**src/rtl/genius_pkg.sv**
```systemverilog
// Shared definitions for the Genius sequence player: FSM state codes, speed codes
// and the colour-code to one-hot LED mapping.
package genius_pkg;

    typedef logic [2:0] state_t;
    typedef logic [1:0] speed_t;

    localparam logic [2:0] ST_IDLE  = 3'd0;
    localparam logic [2:0] ST_FETCH = 3'd1;
    localparam logic [2:0] ST_WAIT  = 3'd2;
    localparam logic [2:0] ST_SHOW  = 3'd3;
    localparam logic [2:0] ST_GAP   = 3'd4;
    localparam logic [2:0] ST_FIN   = 3'd5;

    localparam logic [1:0] SPD_025 = 2'd0;
    localparam logic [1:0] SPD_05  = 2'd1;
    localparam logic [1:0] SPD_1   = 2'd2;
    localparam logic [1:0] SPD_2   = 2'd3;

    function automatic logic [3:0] colour_led(input logic [1:0] code);
        return 4'b0001 << code;
    endfunction

endpackage

```
**src/rtl/rate_tick_sync.sv**
```systemverilog
// Brings the four slow rate square waves into the CLOCK_50 domain and turns rising
// edges of the selected one into single-cycle ticks.
module rate_tick_sync
    import genius_pkg::*;
(
    input  logic       CLOCK_50,
    input  logic       reset,
    input  logic       C025Hz,
    input  logic       C05Hz,
    input  logic       C1Hz,
    input  logic       C2Hz,
    input  logic [1:0] speed,
    output logic       tick
);

    logic [3:0] rate;
    logic [3:0] sync_p0;
    logic [3:0] sync_p1;
    logic [3:0] prev_p2;

    assign rate[SPD_025] = C025Hz;
    assign rate[SPD_05]  = C05Hz;
    assign rate[SPD_1]   = C1Hz;
    assign rate[SPD_2]   = C2Hz;

    // p0/p1: two-flop synchroniser; p2: previous synchronised level for edge detection
    always_ff @(posedge CLOCK_50 or posedge reset) begin
        if (reset) begin
            sync_p0 <= '0;
            sync_p1 <= '0;
            prev_p2 <= '0;
        end else begin
            sync_p0 <= rate;
            sync_p1 <= sync_p0;
            prev_p2 <= sync_p1;
        end
    end

    assign tick = sync_p1[speed] & ~prev_p2[speed];

endmodule

```
**src/rtl/genius_seq_player.sv**
```systemverilog
// Plays the stored Genius colour sequence on four LEDs, one colour per tick period of
// the selected slow rate, with an equally long dark gap after each colour.
module genius_seq_player
    import genius_pkg::*;
#(
    parameter  int MAX_LEN = 32,
    localparam int IW      = $clog2(MAX_LEN)
) (
    input  logic          CLOCK_50,
    input  logic          reset,
    input  logic          C025Hz,
    input  logic          C05Hz,
    input  logic          C1Hz,
    input  logic          C2Hz,
    input  logic [1:0]    speed_sel,
    input  logic          start,
    input  logic [IW:0]   seq_len,
    output logic          rd_en,
    output logic [IW-1:0] rd_addr,
    input  logic [1:0]    rd_data,
    output logic [3:0]    led,
    output logic          busy,
    output logic          done
);

    localparam logic [IW:0] LEN_CAP = (IW+1)'(MAX_LEN);

    logic [2:0]    state;
    logic [1:0]    speed_r;
    logic [IW:0]   len_r;
    logic [IW-1:0] idx;
    logic          tick;
    logic          last;

    rate_tick_sync u_tick (
        .CLOCK_50 (CLOCK_50),
        .reset    (reset),
        .C025Hz   (C025Hz),
        .C05Hz    (C05Hz),
        .C1Hz     (C1Hz),
        .C2Hz     (C2Hz),
        .speed    (speed_r),
        .tick     (tick)
    );

    assign rd_en = (state == ST_FETCH);
    assign last  = ({1'b0, idx} == len_r - 1'b1);

    always_ff @(posedge CLOCK_50 or posedge reset) begin
        if (reset) begin
            state   <= ST_IDLE;
            led     <= '0;
            rd_addr <= '0;
            busy    <= 1'b0;
            done    <= 1'b0;
        end else begin
            done <= 1'b0;
            case (state)
                ST_IDLE: if (start) begin
                    if (seq_len == '0) begin
                        state <= ST_FIN;
                    end else begin
                        busy    <= 1'b1;
                        rd_addr <= '0;
                        state   <= ST_FETCH;
                    end
                end
                ST_FETCH: state <= ST_WAIT;
                ST_WAIT: begin
                    led   <= colour_led(rd_data);
                    state <= ST_SHOW;
                end
                // Ticks during FETCH/WAIT are dropped, so a colour never shows longer than a period
                ST_SHOW: if (tick) begin
                    led   <= '0;
                    state <= ST_GAP;
                end
                ST_GAP: if (tick) begin
                    if (last) begin
                        state <= ST_FIN;
                    end else begin
                        rd_addr <= idx + 1'b1;
                        state   <= ST_FETCH;
                    end
                end
                ST_FIN: begin
                    done  <= 1'b1;
                    busy  <= 1'b0;
                    state <= ST_IDLE;
                end
                default: state <= ST_IDLE;
            endcase
        end
    end

    always_ff @(posedge CLOCK_50) begin
        if (state == ST_IDLE && start) begin
            speed_r <= speed_sel;
            len_r   <= (seq_len > LEN_CAP) ? LEN_CAP : seq_len;
            idx     <= '0;
        end else if (state == ST_GAP && tick && !last) begin
            idx <= idx + 1'b1;
        end
    end

endmodule

```
**config.mk**
```make
export PLATFORM = sky130hd
export DESIGN_NAME = genius_seq_player
export DESIGN_NICKNAME = d
export VERILOG_FILES = /design/src/rtl/genius_pkg.sv /design/src/rtl/rate_tick_sync.sv /design/src/rtl/genius_seq_player.sv
export SDC_FILE = /design/constraint.sdc
export NUM_CORES = 1
export LEC_CHECK = 0
export ABC_CLOCK_PERIOD_IN_PS = 3950
export CAP_MARGIN = 10
export CELL_PAD_IN_SITES_DETAIL_PLACEMENT = 0
export CELL_PAD_IN_SITES_GLOBAL_PLACEMENT = 1
export CORE_ASPECT_RATIO = 1.25
export CORE_UTILIZATION = 44
export CTS_BUF_LIST = sky130_fd_sc_hd__clkbuf_16
export CTS_CLUSTER_DIAMETER = 30
export CTS_CLUSTER_SIZE = 16
export DETAILED_ROUTE_END_ITERATION = 12
export HOLD_SLACK_MARGIN = 0.06
export PLACE_DENSITY_LB_ADDON = 0.15
export SYNTH_ARGS = -nofsm -noshare
export SYNTH_HDL_FRONTEND = slang
export SYNTH_SLANG_ARGS = --single-unit
```
**constraint.sdc**
```tcl
create_clock -name CLOCK_50 -period 3.95 [get_ports CLOCK_50]
set_input_delay 1.185 -clock CLOCK_50 [delete_from_list [all_inputs] [get_ports CLOCK_50]]
set_output_delay 1.185 -clock CLOCK_50 [all_outputs]
set_load 0.005 [all_outputs]
```
# Word-level counts from Yosys, hierarchy flattened

Index checks and enable logic that the tools add are counted.

Latch bits: 0
Logic and storage cells: 63
Flip-flop bits (word level): 39
Memory bits (read-only): 0
Memories: 0
RAM bits: 0

$mul: 0
Shift operators: 1
Reductions and logical operators: 13
Order comparisons: 2
Add/sub/neg operators: 2
Bitwise operators: 2
Equality and inequality tests: 11
Mux-type cells: 21
Divide/modulo/power cells: 0

Operators by type and width:

| kind                                                 | number |
|---|---|
| 2-to-1 mux 5 bit                                     | 4 |
| 2-to-1 mux 3 bit                                     | 5 |
| case mux 3 bit (5 select lines)                      | 1 |
| inequality test 2 bit (second input constant)        | 5 |
| case mux 5 bit (2 select lines)                      | 1 |
| case mux 4 bit (2 select lines)                      | 1 |
| equality test 3 x 2 -> 1 bit (second input constant) | 2 |
| equality test 3 bit (second input constant)          | 2 |
| equality test 5 x 6 -> 1 bit                         | 1 |
| > comparator 6 bit (second input constant)           | 1 |
| logical NOT 6 bit                                    | 1 |
| AND reduction 3 bit                                  | 2 |
| nonzero test 2 bit                                   | 3 |
| subtractor 6 x 1 -> 6 bit (second input constant)    | 1 |
| adder 5 x 1 -> 5 bit (second input constant)         | 1 |
| 2-to-1 mux 1 bit                                     | 5 |
| AND reduction 5 bit                                  | 1 |
| binary-select mux 1 bit (select 2 bit)               | 2 |
| 2-to-1 mux 4 bit                                     | 1 |
| << shifter 1 x 2 -> 4 bit (first input constant)     | 1 |
| equality test 3 x 1 -> 1 bit (second input constant) | 1 |
| logical AND 1 bit                                    | 3 |
| logical NOT 3 bit                                    | 1 |
| < comparator 2 x 3 -> 1 bit (second input constant)  | 1 |
| 5 further kinds                                      | 5 |

# Depth between registers and ports, before layout

Gate-level depths: netlist (run 1).

Word-level depth: 6
Depth in mapped cells: 7
Mapped depth without buffers: 7

# Hierarchy

A second synthesis (run 1) with hierarchy kept.

Cell total of the unflattened synthesis: 183
Area total of the unflattened synthesis: 1828.0 sq um

By module, submodules not included:

| module            | cells an instance | sequential area each (sq um) | times used | area each (sq um) |
|---|---|---|---|---|
| genius_seq_player | 165               | 690.7                        | 1          | 1476.4 |
| rate_tick_sync    | 18                | 300.3                        | 1          | 351.6 |

# Least setup slack after synthesis (run 1)

No wires, ideal clock.

Kind: input to register
Start: input seq_len[3]
End: register rd_addr[0]
Library setup time: 0.079 ns
Cell stages on the path: 6
Required time: 3.871 ns
Slack: 1.549 ns
Arrival: 2.321 ns
Cell sequence: or4_1 -> nor3_1 -> or2_1 -> clkbuf_1 -> nand2_1 -> mux2i_1

Cells in the longest elaborated chain, start to end: 3

RTL lines:

| what                            | line                    | RTL |
|---|---|---|
| start: declaration              | genius_seq_player.sv:17 | `input logic [IW:0] seq_len,` |
| logical NOT 6 bit               | genius_seq_player.sv:60 | `if (seq_len == '0) begin` |
| inequality test 2 bit (no line) | --                      |  |
| AND reduction 5 bit (no line)   | --                      |  |
| end signal: assignment          | genius_seq_player.sv:82 | `rd_addr <= idx + 1'b1;` |
| end: declaration                | genius_seq_player.sv:19 | `output logic [IW-1:0] rd_addr,` |

Every way passes these cells.
A chain may end at the register's enable or synchronous reset.

# Final worst setup path (run 1)

Start: input seq_len[5]
End: register rd_addr[0]

Same word-level chain as after synthesis.

==> reports/metrics.yaml, run 1 <==
cells_and_area:
  fin_area_um2: 2160
  n_fill_cell: 309
  final_cells: 211
  syn_to_final_growth_pct: 28.7
  drive_gt1_share_pct: 8.72
  fin_util_pct: 60.5
  finalNetCount: 190
  antenna_cells: 0
synth:
  syn_inst: 141
  synth_fp_nets: 160
  ys_top_cells_by_area: "dfrtp_1, edfxtp_1, dfxtp_1"
  yosysTopAreaCell: "dfrtp_1"
  synth_area_um2: 1680
  yosysSeqAreaShare_pct: 59.0
  ys_ff_latch: 39
  yosysWarnings: 0
  yosysTopAreaCellShare_pct: 38.7
  synth_cell_type_count: 37
  synth_edf_count: 8
  async_flop_share_pct: 66.7
  synth_ff_type: "dfrtp_1"
  synth_area_per_cell_um2: 11.9
placed_design:
  dp_hpwl_um: 2160
  postPlaceCellArea_um2: 1990
  place_inst: 203
  portBuffers: 28
  preCtsSetupSlack_ns: 0.950
  place_congestion: 0.789
route:
  drt_iter0_drc: 30
  wl_um: 2940
  wl_met3_um: 105
  vias: 1117
  ant_nets: 0
  routedWlPerCell_um: 13.9
  routed_via_density: 5.29
  drt_pass1_iterations: 8
  drc: 2
  wl_met1_um: 1240
  top_layer_used: "met4"
  wl_met2_um: 1530
power_and_ir_drop:
  ir_worst_vdd_mv: 0.362
  p_leak_nw: 0.975
  total_power_mw: 1.40
  power_density_nw_per_um2: 648
clocking:
  cts_buffer_depth: 2
  root_buffer: "clkbuf_16"
  path_clk_slew_ns: 0.06
  post-cts-setup-buffers: 0
  cts_resized: 0
  cts_buffers: 5
  cts_num_sinks: 39
  clock_latency_ns: 0.29
  cts_max_level: 2
  cts_hold_buf: 0
  cts_tree: "yes"
sta:
  fin_setup_tns_ns: 0
  tightest_slew_ns: 0.920
  post-route-period-util_pct: 68.7
  finalHoldViolations: 0
  setup_ws_ns: 1.24
  fin_worst_skew_ns: 0.00336
  slew_headroom_pct: 38.6
  fmax_mhz: 369
  setup-violations-final: 0
  fin_crit_ns: 2.71
  rsz0062_at_grt: "no"
  slew_viol_final: 0
  holdWs_ns: 0.353
min_path:
  hold_path.class: "flop to flop"
grt:
  grt_pass1_wl_um: 5390
  gr-usage-all-layers_pct: 17.8
  grt_pass1_vias: 1201
  antenna_found_initial: 0
  overflow: 0
  grt_max_degree: 27
run_status:
  status: "complete, but fails checks"
  violations: "design-rule violations"
critical_path:
  crit_required_ns: 4.15
  endpoint_kind: "flop"
  cp-start-kind: "primary input"
  critical_path_class: "primary input to flop"
  crit_arrival_ns: 2.92
  critPathMaxFanout: 7
floorplan:
  coreArea_um2: 3570
  rows: 24
  ios: 29
  die_area_um2: 4070
  initial_core_util_pct: 47.0
  die_h_um: 71.1
  fp.dieW_um: 57.3
flow_run:
  max_cap_violations: 0
[final cells by class]
| class | count | area (um^2) | area share, % |
|---|---|---|---|
| sequential | 39 | 991 | 45.8 |
| multi-input combinational | 88 | 636 | 29.4 |
| timing repair buffer | 28 | 280 | 13.0 |
| clock buffer | 5 | 125 | 5.79 |
| tap | 39 | 48.8 | 2.26 |
| clock inverter | 3 | 47.5 | 2.20 |
| inverter | 9 | 33.8 | 1.56 |
[per-layer routing]
metal	vias up	GRT usage (%)
met3	5	4.94
met1	541	20.0
li1	547	-
met2	24	30.6
met5	-	0
met4	0	8.94
[placed cells by master, fill, tap and decap left out, types with 2 or more instances in the layout]
cell / n
mux2i_1: 10
nor2b_1: 9
a21oi_1: 2
nand2b_1: 2
o21ai_0: 2
dfxtp_1: 5
ha_1: 2
nand3_1: 3
xor2_1: 2
and3_1: 4
o211ai_1: 3
nor3_1: 4
clkdlybuf4s50_1: 28
nand2_1: 12
inv_1: 9
clkbuf_16: 5
a22o_1: 2
dfrtp_1: 26
nor2_1: 7
xnor2_1: 8
edfxtp_1: 8
[flip-flops by register name, summed over array words and instances (netlist names)]
| name | count |
|---|---|
| busy | 1 |
| done | 1 |
| idx | 5 |
| led | 4 |
| len_r | 6 |
| rd_addr | 5 |
| speed_r | 2 |
| state | 3 |
| u_tick.prev_p2 | 4 |
| u_tick.sync_p0 | 4 |
| u_tick.sync_p1 | 4 |
[cells by family (layout without fill, tap and decap cells)]
logic type               after synthesis  after routing  synth area share [%]
AND/OR/NAND/NOR                       47             47                  14.7
XOR/XNOR                              10             10                  5.21
flip-flops                            39             39                  59.0
multiplexers                          11             11                  7.30
adder cells (fa/ha/maj)                2              2                  1.49
AO/OA/AOI/OAI                         18             18                  9.08
buffers and inverters                 14             45                  3.20
[worst paths after layout]
check	startpoint	end	slack (ns)	cells past startpoint
setup / recovery	seq_len[5]	rd_addr[0]	1.24	6
max in group asynchronous	reset	rd_addr[0]	1.98	2
min in group asynchronous	reset	u_tick.prev_p2[0]	1.41	2
setup reg to reg	len_r[0]	rd_addr[4]	1.83	7
hold reg to reg	u_tick.sync_p0[0]	u_tick.sync_p1[0]	0.35	0
hold / removal	u_tick.sync_p0[0]	u_tick.sync_p1[0]	0.35	0
[where the power goes]
| part | leakage (nW) | total, mW | switching [mW] | internal (mW) |
|---|---|---|---|---|
| Combinational | 0.457 | 0.357 | 0.160 | 0.197 |
| Clock | 0.0844 | 0.463 | 0.162 | 0.301 |
| Sequential | 0.434 | 0.582 | 0.0812 | 0.500 |
| Total | 0.975 | 1.40 | 0.403 | 0.998 |
[critical path, stage by stage]
cell	delay [ns]
clkdlybuf4s50_1	0.51
or4_1	0.43
nor3_1	0.28
or2_1	0.28
nand2_1	0.09
mux2i_1	0.15
[cell usage after synthesis (all sizes together) (3+ instances only)]
cell type	count
edfxtp	8
nor2	7
o211ai	3
xnor2	8
clkbuf	4
dfrtp	26
and3	4
nand2	12
inv	9
nor2b	9
o21ai	3
nor3	4
mux2i	10
nand3	3
dfxtp	5
No activity file was read; power rests on OpenSTA's default activity.
==> inputs of run 2 (changes only) <==
ABC_CLOCK_PERIOD_IN_PS = 2700   (was 3950)
CORE_UTILIZATION = 41   (was 44)
clock period = 2.7 ns   (was 3.95 ns; I/O delays follow)
==> run 2 against run 1 <==
  * Final cell count is 8.5% higher
  * First-iteration DRC count is 3.3% higher
  * The run now ends clean
  * Hold slack worse by 0.0031 ns
  * Critical path depth is 4 lower
  * Highest routed layer unchanged
  * Largest power group unchanged
  * Sequential power is 45% higher
  * Non-clock buffer count is 3 higher
  * Combinational power is 45% higher
  * Clock skew hardly changed
  * Global-route usage is 2.3 points lower
  * Die area is 7.1% higher
  * Sequential cell count stayed put
  * Count of clock-buffer cells in the layout stayed put
  * Critical endpoint is now rd_en
==> reports/metrics.yaml, run 2 (synthesis gave the netlist of run 1 again) <==
run_status:
  status: "completed"
route:
  drt_pass1_iterations: 2
  ant_nets: 0
  routedWlPerCell_um: 11.7
  drt_iter0_drc: 31
  wl_um: 2680
  routed_via_density: 4.83
  vias: 1105
  drc: 0
clocking:
  cts_max_level: 2
  cts_tree: "yes"
  post-cts-setup-buffers: 0
  cts_buffers: 5
  path_clk_slew_ns: 0.06
  cts_buffer_depth: 2
  root_buffer: "clkbuf_16"
  cts_resized: 0
  cts_hold_buf: 0
  cts_num_sinks: 39
  clock_latency_ns: 0.28
critical_path:
  cp-start-kind: "flop"
  ff2ff_path_depth: 7
  crit_arrival_ns: 1.50
  critical_path_class: "flop to primary output"
  crit_required_ns: 1.89
  critPathMaxFanout: 9
  endpoint_kind: "primary output"
grt:
  overflow: 0
  gr-usage-all-layers_pct: 15.5
  grt_pass1_wl_um: 4910
  grt_max_degree: 27
  grt_pass1_vias: 1158
  antenna_found_initial: 0
sta:
  rsz0062_at_grt: "no"
  fin_setup_tns_ns: 0
  finalHoldViolations: 0
  slew_headroom_pct: 59.3
  fmax_mhz: 434
  post-route-period-util_pct: 85.4
  slew_viol_final: 0
  fin_worst_skew_ns: 0.00375
  tightest_slew_ns: 0.611
  fin_crit_ns: 2.31
  setup-violations-final: 0
placed_design:
  postPlaceCellArea_um2: 2030
  dp_hpwl_um: 2090
  place_congestion: 0.734
  portBuffers: 28
power_and_ir_drop:
  ir_worst_vdd_mv: 0.377
  p_leak_nw: 0.989
  power_density_nw_per_um2: 921
floorplan:
  rows: 25
  die_area_um2: 4360
  fp.dieW_um: 59.3
  die_h_um: 73.6
  ios: 29
  coreArea_um2: 3850
  initial_core_util_pct: 43.7
cells_and_area:
  reg_top3: "len_r: 6 flops, idx: 5 flops, rd_addr: 5 flops"
  top_register: "len_r"
  drive_gt1_share_pct: 10.3
  seq_area_um2: 991
  antenna_cells: 0
  largest_reg_flops: 6
  layout_commonest_cell: "clkdlybuf4s50_1"
  n_fill_cell: 340
  syn_to_final_growth_pct: 31.1
  fin_area_um2: 2200
  finalNetCount: 193
  layout_common_cells: "clkdlybuf4s50_1, dfrtp_1, nand2_1"
  multi_input_area_um2: 636
min_path:
  min_path_cells: 0
  hold_path.class: "flop to flop"
flow_run:
  max_cap_violations: 0
## run 2: changes by cell type in the layout (fill, tap and decap cells not counted)
cell   change
buf_4      +3
## run 2: where the power goes
part,internal (mW),switching (mW)
Combinational,0.293,0.226
Sequential,0.732,0.112
Clock,0.440,0.225
Total,1.46,0.563
## run 2: final cells by class
type | count | share of cell area, %
clock buffers | 5 | 5.68
clock inverters | 3 | 2.16
inverters | 9 | 1.53
multi-input cells | 88 | 28.8
flip-flops and latches | 39 | 45.0
well taps | 54 | 3.07
repair buffers | 31 | 13.7
## run 2: final timing paths
kind	startpoint	endpoint	slack [ns]
min in group asynchronous	reset	led[1]	0.88
max	state[2]	rd_en	0.39
min	u_tick.sync_p0[0]	u_tick.sync_p1[0]	0.35
max in group asynchronous	reset	rd_addr[4]	1.58
min reg2reg	u_tick.sync_p0[0]	u_tick.sync_p1[0]	0.35
max reg2reg	len_r[0]	state[2]	0.63
## run 2: routing by layer
metal  global-route usage, %  vias to the layer above  part of all wire (%)
li1                        -                      552                     -
met1                    16.8                      522                    42
met2                    26.8                       26                    53
met3                    4.75                        5                   3.9
met4                    7.67                        0                   1.4
met5                       0                        -                     0
## run 2: critical path: stages, from the launching register on
cell and delay, ns:
dfrtp_1 0.46, nor3_1 0.23, clkdlybuf4s50_1 0.53
## run 2: metrics by stage
stage	cells	setup slack, ns	total power, mW	hold WS [ns]	utilization, %
2_1_floorplan	141	0.674	1.15	0.331	-
3_3_place_gp	221	0.199	1.37	0.332	52.8
3_5_place_dp	221	0.110	1.38	0.340	52.8
4_1_cts	229	0.365	2.06	0.354	57.3
5_1_grt	229	0.238	2.16	0.356	57.3
6_report	229	0.393	2.03	0.350	57.3
==> inputs of run 3 (changes only) <==
CORE_UTILIZATION = 49   (was 41)
DONT_BUFFER_PORTS = 1   (was default)
==> run 3 against run 2 <==
  * Final cell count shrank 21%
  * Utilization grew 0.52 points
  * Global-route usage grew 2.3 points
  * Setup slack gained 0.25 ns
  * First-iteration DRC count shrank 68%
  * Total power shrank 7.3%
  * Sequential power grew 2%
  * Critical path depth grew 5
  * Critical endpoint is now state[2]
==> reports/metrics.yaml, run 3 (synthesis gave the netlist of run 1 again) <==
cells_and_area:
  largest_reg_flops: 6
  reg_top3: "len_r: 6 flops, idx: 5 flops, rd_addr: 5 flops"
  antenna_cells: 0
  drive_gt1_share_pct: 10.4
  syn_to_final_growth_pct: 11.8
  n_fill_cell: 286
  layout_common_cells: "dfrtp_1, nand2_1, mux2i_1"
  final_cells: 181
  finalNetCount: 162
  top_register: "len_r"
  layout_commonest_cell: "dfrtp_1"
min_path:
  hold_path.class: "flop to flop"
route:
  routed_via_density: 5.55
  routedWlPerCell_um: 14.1
  drt_pass1_iterations: 2
  wl_um: 2560
  ant_nets: 0
  top_layer_used: "met4"
  wl_met2_um: 1290
  drt_iter0_drc: 10
  wl_met1_um: 1060
  vias: 1004
  wl_met3_um: 128
  drc: 0
sta:
  fin_crit_ns: 2.06
  rsz0062_at_grt: "no"
  fmax_mhz: 486
  finalHoldViolations: 0
  slew_viol_final: 0
  tightest_slew_ns: 0.925
  slew_headroom_pct: 38.3
  fin_worst_skew_ns: 0.00626
  fin_setup_tns_ns: 0
  setup-violations-final: 0
  post-route-period-util_pct: 76.3
  setup_ws_ns: 0.641
  holdWs_ns: 0.348
floorplan:
  initial_core_util_pct: 51.7
  die_h_um: 67.5
  die_area_um2: 3670
  ios: 29
  rows: 23
  fp.dieW_um: 54.4
  coreArea_um2: 3250
flow_run:
  max_cap_violations: 0
clocking:
  cts_hold_buf: 0
  cts_num_sinks: 39
  cts_max_level: 2
  cts_buffers: 5
  clock_latency_ns: 0.28
  root_buffer: "clkbuf_16"
  cts_buffer_depth: 2
  path_clk_slew_ns: 0.06
  post-cts-setup-buffers: 0
  cts_tree: "yes"
  cts_resized: 0
critical_path:
  endpoint_kind: "flop"
  crit_required_ns: 2.87
  critical_path_class: "flop to flop"
  cp-start-kind: "flop"
  critPathMaxFanout: 5
  crit_arrival_ns: 2.23
placed_design:
  place_inst: 173
  place_congestion: 0.778
  dp_hpwl_um: 1910
  preCtsSetupSlack_ns: 0.509
  portBuffers: 0
grt:
  gr-usage-all-layers_pct: 17.8
  overflow: 0
  grt_pass1_wl_um: 4400
  antenna_found_initial: 0
  grt_max_degree: 27
  grt_pass1_vias: 1016
power_and_ir_drop:
  p_int_mw: 1.33
  p_leak_nw: 0.870
  switching_share_pct: 29.1
  combPwrFrac_pct: 18.6
  power_density_nw_per_um2: 1000
  p_seq_share_pct: 45.6
  ir_worst_vdd_mv: 0.744
  clkPwrFrac_pct: 35.8
  p_sw_mw: 0.547
run_status:
  status: "completed"
==> run 3: path summary, 6_finish.rpt <==
kind                       cells past startpoint           endpoint  slack, ns              start
setup / recovery                               7           state[2]       0.64           len_r[0]
hold / removal                                 0  u_tick.sync_p1[1]       0.35  u_tick.sync_p0[1]
setup reg to reg                               7           state[2]       0.64           len_r[0]
hold reg to reg                                0  u_tick.sync_p1[1]       0.35  u_tick.sync_p0[1]
max in group asynchronous                      1         rd_addr[0]       1.51              reset
min in group asynchronous                      1  u_tick.prev_p2[1]       0.62              reset
==> run 3: worst max-delay path, stage by stage, from the launching register on <==
cell	delay, ns
edfxtp_1	0.44
inv_1	0.08
ha_1	0.21
xor2_1	0.21
xnor2_1	0.10
a32oi_1	0.46
o21ai_0	0.19
a31o_2	0.27
==> run 3: final cells by class <==
type	instances	area (um^2)	share of cell area (%)
Sequential cell	39	991	52.7
Multi-Input combinational cell	88	636	33.8
Clock buffer	5	125	6.66
Clock inverter	3	47.5	2.53
Tap cell	37	46.3	2.46
Inverter	9	33.8	1.80
==> run 3: power groups by stage <==
stage,combinational (mW),sequential [mW],clock (mW)
after CTS,0.360,0.861,0.687
after global routing,0.407,0.884,0.713
after global placement,0.344,0.867,0
after detailed placement,0.359,0.872,0
final,0.351,0.858,0.673
after floorplan,0.321,0.826,0
==> run 3: per-stage QoR <==
step	cell area, um^2	total power [mW]	util [%]
2_1_floorplan	1680	1.15	-
3_3_place_gp	1710	1.21	52.5
3_5_place_dp	1710	1.23	52.5
4_1_cts	1880	1.91	57.8
5_1_grt	1880	2.00	57.8
6_report	1880	1.88	57.8
==> run 3: metal layers <==
layer  global-route usage [%]  up-vias
met4                     12.5        0
met3                     5.18        7
met2                     28.7       29
met1                     19.4      479
li1                         -      489
met5                        0        -
